**src/rtl/audio_dma_pkg.sv**
```systemverilog
// audio_dma_pkg
//   Shared definitions for the audio transmit read-DMA sequencer:
//   the 3-bit sequencer state encoding and the default burst length.
package audio_dma_pkg;

    typedef enum logic [2:0] {
        stIdle      = 3'd0,
        stWaitSpace = 3'd1,
        stIssue     = 3'd2,
        stDrain     = 3'd3,
        stHold      = 3'd4
    } dmaState_e;

    localparam int cDefBurstLen = 16;

endpackage

```
**src/rtl/audio_tx_dma_seq.sv**
```systemverilog
// audio_tx_dma_seq
//   Read-DMA sequencer for the audio transmit path. Fetches sample words over
//   the Ufi master port in bursts sized to the free space of the sample FIFO
//   and pushes the returned words into that FIFO.
// Ports
//   iSysClk, iSysRst          clock, synchronous active-high reset
//   iDmaAdrs/Len/En/Loop      CSR: start word address, length, enable, loop
//   iFifoFree                 free entries in the downstream sample FIFO
//   oMUfiAdrs/REd/WEd/Vd      Ufi request (decoded from state, no input path)
//   iMUfiRdy                  Ufi request accepted this cycle
//   iMUfiRd/iMUfiREd          Ufi read data / read data valid
//   oFifoWd/oFifoWe           sample FIFO write
//   oDmaBusy, oDmaDone        status: busy level, end-of-buffer pulse
module audio_tx_dma_seq
    import audio_dma_pkg::*;
#(
    parameter int pBusAdrsBit   = 32,
    parameter int pUfiBusWidth  = 16,
    parameter int pMemAdrsWidth = 19,
    parameter int pBurstLen     = cDefBurstLen,
    parameter int pFifoCntWidth = 11
) (
    input  logic                     iSysClk,
    input  logic                     iSysRst,
    input  logic [pMemAdrsWidth-1:0] iDmaAdrs,
    input  logic [pMemAdrsWidth-1:0] iDmaLen,
    input  logic                     iDmaEn,
    input  logic                     iDmaLoop,
    input  logic [pFifoCntWidth-1:0] iFifoFree,
    output logic [pBusAdrsBit-1:0]   oMUfiAdrs,
    output logic                     oMUfiREd,
    output logic                     oMUfiWEd,
    output logic                     oMUfiVd,
    input  logic                     iMUfiRdy,
    input  logic [pUfiBusWidth-1:0]  iMUfiRd,
    input  logic                     iMUfiREd,
    output logic [pUfiBusWidth-1:0]  oFifoWd,
    output logic                     oFifoWe,
    output logic                     oDmaBusy,
    output logic                     oDmaDone
);

    localparam int cOutW = $clog2(pBurstLen) + 1;

    dmaState_e                state, stateNext;
    logic [pMemAdrsWidth-1:0] curAdrs, remain, issued;
    logic [cOutW-1:0]         outstanding, burst, burstCur;
    logic                     accept, retOk, startLatch, reload, doneNext;

    assign accept = (state == stIssue) && iMUfiRdy;
    // Returns with nothing in flight (e.g. after a reset) are discarded.
    assign retOk  = iMUfiREd && (outstanding != '0);

    // Request side decodes purely from registered state.
    assign oMUfiVd   = (state == stIssue);
    assign oMUfiREd  = (state == stIssue);
    assign oMUfiWEd  = 1'b0;
    assign oMUfiAdrs = (state == stIssue) ? pBusAdrsBit'(curAdrs) : '0;

    assign burstCur = (remain >= pMemAdrsWidth'(pBurstLen)) ? cOutW'(pBurstLen)
                                                            : cOutW'(remain);

    always_comb begin
        stateNext  = state;
        doneNext   = 1'b0;
        startLatch = 1'b0;
        reload     = 1'b0;
        case (state)
            stIdle: begin
                if (iDmaEn) begin
                    if (iDmaLen == '0) begin
                        doneNext  = 1'b1;
                        stateNext = stHold;
                    end else begin
                        startLatch = 1'b1;
                        stateNext  = stWaitSpace;
                    end
                end
            end
            stWaitSpace: begin
                if (!iDmaEn)
                    stateNext = stIdle;
                else if (32'(iFifoFree) >= 32'(burstCur))
                    stateNext = stIssue;
            end
            stIssue: begin
                // Disable still lets the beat of this cycle complete.
                if (!iDmaEn || (accept && ((issued + 1'b1) == pMemAdrsWidth'(burst))))
                    stateNext = stDrain;
            end
            stDrain: begin
                if (outstanding == '0) begin
                    if (!iDmaEn)
                        stateNext = stIdle;
                    else if (remain == '0) begin
                        doneNext = 1'b1;
                        // A zero-length reload would issue nothing; park instead.
                        if (iDmaLoop && (iDmaLen != '0)) begin
                            reload    = 1'b1;
                            stateNext = stWaitSpace;
                        end else
                            stateNext = stHold;
                    end else
                        stateNext = stWaitSpace;
                end
            end
            stHold: begin
                if (!iDmaEn)
                    stateNext = stIdle;
            end
            default: stateNext = stIdle;
        endcase
    end

    always_ff @(posedge iSysClk) begin
        if (iSysRst) begin
            state       <= stIdle;
            curAdrs     <= '0;
            remain      <= '0;
            issued      <= '0;
            burst       <= '0;
            outstanding <= '0;
            oFifoWd     <= '0;
            oFifoWe     <= 1'b0;
            oDmaBusy    <= 1'b0;
            oDmaDone    <= 1'b0;
        end else begin
            state    <= stateNext;
            oDmaDone <= doneNext;
            oDmaBusy <= (stateNext != stIdle) && (stateNext != stHold);

            if (startLatch || reload) begin
                curAdrs <= iDmaAdrs;
                remain  <= iDmaLen;
            end else if (accept) begin
                curAdrs <= curAdrs + 1'b1;
                remain  <= remain - 1'b1;
            end

            if ((state == stWaitSpace) && (stateNext == stIssue)) begin
                burst  <= burstCur;
                issued <= '0;
            end else if (accept)
                issued <= issued + 1'b1;

            case ({accept, retOk})
                2'b10:   outstanding <= outstanding + 1'b1;
                2'b01:   outstanding <= outstanding - 1'b1;
                default: outstanding <= outstanding;
            endcase

            oFifoWe <= retOk;
            if (retOk)
                oFifoWd <= iMUfiRd;
        end
    end

endmodule

```
**config.mk**
```make
export PLATFORM = sky130hd
export DESIGN_NAME = audio_tx_dma_seq
export DESIGN_NICKNAME = d
export VERILOG_FILES = /design/src/rtl/audio_dma_pkg.sv /design/src/rtl/audio_tx_dma_seq.sv
export SDC_FILE = /design/constraint.sdc
export NUM_CORES = 1
export LEC_CHECK = 0
export BUFFER_PORTS_ARGS = -buffer_cell sky130_fd_sc_hd__buf_2
export CAP_MARGIN = 0
export CORE_MARGIN = 5
export CORE_UTILIZATION = 40
export CTS_BUF_LIST = sky130_fd_sc_hd__clkbuf_2 sky130_fd_sc_hd__clkbuf_4 sky130_fd_sc_hd__clkbuf_8
export CTS_CLUSTER_DIAMETER = 200
export CTS_CLUSTER_SIZE = 24
export DETAILED_ROUTE_END_ITERATION = 8
export PLACE_DENSITY = 0.77
export SYNTH_ARGS = -nofsm -noshare
export SYNTH_HDL_FRONTEND = slang
export SYNTH_SLANG_ARGS = --single-unit
```
**constraint.sdc**
```tcl
create_clock -name iSysClk -period 3.1 [get_ports iSysClk]
set_clock_uncertainty 0.05 [all_clocks]
set_input_delay 0.465 -clock iSysClk [delete_from_list [all_inputs] [get_ports iSysClk]]
set_output_delay 0.465 -clock iSysClk [all_outputs]
set_load 0.01 [all_outputs]
```
==> reports/qor.yml <==
setup_path:
  worstPathArrival_ns: 3.15
  slowest_stage: "dfxtp_1"
  worst-path-max-fanout: 8
  cp-start-kind: "flip-flop"
  r2r_cells: 12
  reg2reg_to: "burst[2]"
  r2r_start: "remain[11]"
  worstPathCellList: "nor4_4 -> nand3_2 -> nor2_1 -> nand2_1 -> ha_1 -> nand2_1 -> o21ai_0 -> a31oi_1 -> nor4b_2 -> buf_4 -> mux2_2 -> nor2_1"
  crit_path_max_incr_delay_ns: 0.37
  critPathRequiredTime_ns: 3.36
  crit_family: "simple AND/OR/NAND/NOR gates"
  rrSetupSlack_ns: 0.20
  end_kind: "flip-flop"
  criticalPathCategory: "flip-flop to flip-flop"
  path_buf_inv: 1
sta:
  slew_headroom: 0.520
  finalSetupViolCount: 0
  min_period_ns: 2.90
  hold_viol: 0
  worst_pin_slew_ns: 0.713
  tns_ns: 0
  fmax_mhz: 345
  slew_viol_final: 0
  min_period_over_period: 0.934
clock_network:
  numClockSinks: 89
  clk_latency_ns: 0.38
  h-tree-depth: 3
  cts_buffers: 9
  clk_pin_slew_ns: 0.09
  cts_tree: "yes"
  cts_root_buffer: "clkbuf_8"
  cts_setup_buffers: 0
  clockBufferDepth: 2
synth:
  synth_mux_area_frac: 0.0199
  synth_most_common_cell: "dfxtp_1"
  synth_simple_gate_area_frac: 0.316
  synth_seq_cells: 89
  synthTopCellsByArea: "dfxtp_1 (33%), nor2_1 (5.8%), nand2_1 (5.7%)"
  synth_cell_types: 71
  synth_top_family_by_area: "simple AND/OR/NAND/NOR gates"
  yosys_warnings: 0
  synthTopCellsByCount: "dfxtp_1 (89), nor2_1 (82), nand2_1 (81)"
  synthXorXnorAreaFrac: 0.0820
  synth_top_area_share: 0.333
  syn_inst: 681
  synthAdderAreaFrac: 0.0319
  yosysTopAreaCell: "dfxtp_1"
  synth_edf_count: 0
  synth_compound_area_frac: 0.144
  yosysSeqAreaShare: 0.333
  synth_area_per_cell_sq_um: 7.85
  syn_area_sq_mm: 0.00534
  async_flop_share: 0
  synth_flop_cell: "dfxtp_1"
power_and_ir_drop:
  p_sw_frac: 0.289
  intPower_w: 0.00185
  p_leak_nw: 2.49
  power_density_mw_per_mm2: 416
  clkPwrFrac: 0.338
  p_comb_frac: 0.176
  power.switching_w: 0.000752
  power.total_w: 0.00261
  worst_ir_drop_vdd_v: 0.000378
  seqPwrFrac: 0.486
global_routing:
  grt_usage: 0.174
  gr-total-overflow: 0
  antenna_found_initial: 0
  grt_start_max_net_pins: 38
  grt_pass1_wl_mm: 22.7
  use_met3: 0.0597
  gr-usage-met2: 0.283
  busiest_layer: "met2"
  grt_pass1_vias: 4718
  use_met1: 0.220
hold_path:
  worstHoldPathCells: 3
  hold_start: "iMUfiRd[2]"
  min_to: "oFifoWd[2]"
  hold_class: "primary input to flip-flop"
routing:
  wl_per_cell_microns: 14.5
  viasPerCell: 5.29
  antenna_left: 0
  vias: 5092
  first_pass_iters: 5
  drt-total-wl_mm: 13.9
  drt_iter0_drc: 330
  drc_errors: 0
placed_design:
  numPortBuffers: 110
  place_hpwl_mm: 10.3
  dp.cells: 947
  place_congestion: 0.896
die:
  io_pins: 125
  rows: 42
  core_sq_mm: 0.0132
  die_h_microns: 126
  fp.dieW_microns: 126
  start_util: 0.405
  dieArea_sq_mm: 0.0158
job:
  drv_cap: 0
finish:
  stdcell_count: 963
  nNetsFinal: 866
  n_fill_cell: 1310
  antenna_cells: 0
  drive_above_1_share: 0.239
  area_delta_synth_final_pct: 17.3
status:
  status: "finished, final reports clean"
==> layer usage <==
metal,up-vias,share of wire
li1,2546,-
met1,2361,0.44
met2,164,0.48
met3,21,0.069
met4,0,0.016
met5,-,0
==> power groups by stage <==
stage | Clock [W] | Sequential, W | Combinational [W]
final | 0.000881 | 0.00127 | 0.000459
after global placement | 0 | 0.00129 | 0.000448
after floorplan | 0 | 0.00128 | 0.000309
after global routing | 0.000958 | 0.00128 | 0.000510
after CTS | 0.000907 | 0.00127 | 0.000456
after detailed placement | 0 | 0.00129 | 0.000454
==> sequential cells by signal, summed over array words and instances, names as in the netlist <==
name and cells:
burst 5, curAdrs 19, issued 19, oDmaBusy 1, oDmaDone 1, oFifoWd 16
oFifoWe 1, outstanding 5, remain 19, state 3
==> cells by family (layout without fill, tap and decap cells) <==
family,after synthesis,in the layout
flip-flops,89,89
XOR/XNOR,50,50
AO/OA/AOI/OAI,111,111
adder cells (fa/ha/maj),13,13
multiplexers,10,10
other,1,14
buffers and inverters,80,173
AND/OR/NAND/NOR,327,327
==> cells in the final DEF (no fill, tap or decap), types with 5 or more instances in the layout <==
cell / Yosys / final
buf_2: 4 / 110
nand4_1: 15 / 15
conb_1: 1 / 14
a21oi_1: 41 / 41
or2_2: 7 / 6
buf_4: 15 / 19
a31oi_1: 14 / 14
nor4_1: 11 / 11
xor2_1: 18 / 18
and3_1: 10 / 10
inv_1: 25 / 25
nand2_1: 81 / 81
ha_1: 12 / 12
nand3_1: 32 / 32
xnor2_1: 32 / 32
nor2_1: 82 / 82
a211oi_2: 9 / 9
mux2i_1: 5 / 5
and2_1: 24 / 24
dfxtp_1: 89 / 89
nor3_1: 21 / 19
and4_1: 7 / 7
or4_1: 5 / 5
nor3_2: 4 / 6
o21ai_0: 11 / 11
a211oi_1: 8 / 8
mux2_2: 5 / 5
clkbuf_8: 0 / 12
==> how the worst max path moves through the flow <==
stage / cells after the start / endpoint / start
floorplan: 13 / issued[10] / remain[7]
global placement: 12 / issued[16] / remain[11]
detailed placement: 12 / issued[13] / remain[11]
CTS: 12 / issued[13] / remain[11]
global route: 12 / burst[2] / remain[11]
finish: 12 / burst[2] / remain[11]
==> stage by stage <==
| step | util | area [sq um] | setup WS [ns] | hold slack (ns) |
|---|---|---|---|---|
| floorplan | - | 5390 | -0.00935 | 0.413 |
| global placement | 0.458 | 6040 | 0.255 | 0.389 |
| detailed placement | 0.458 | 6040 | 0.147 | 0.393 |
| CTS | 0.474 | 6260 | 0.152 | 0.242 |
| global route | 0.475 | 6270 | -0.00192 | 0.241 |
| finish | 0.475 | 6270 | 0.204 | 0.267 |
==> area by class of cell <==
type | instances | area, sq um | share of cell area
multi-input cells | 525 | 3240 | 0.516
flip-flops and latches | 89 | 1780 | 0.284
repair buffers | 130 | 713 | 0.114
well taps | 176 | 220 | 0.0351
clock buffers | 14 | 180 | 0.0287
inverters | 27 | 101 | 0.0162
clock inverters | 2 | 35.0 | 0.00559
==> worst min-delay path, cell delays in order <==
cell and delay, ns:
buf_2 0.09, nand2_1 0.04, a21oi_1 0.05
==> repair_timing <==
action	CTS	global route
hold buffers	0	0
gates resized for setup	0	3
setup endpoints to repair	0	20
Note: power is estimated with default switching activity, not from simulation.
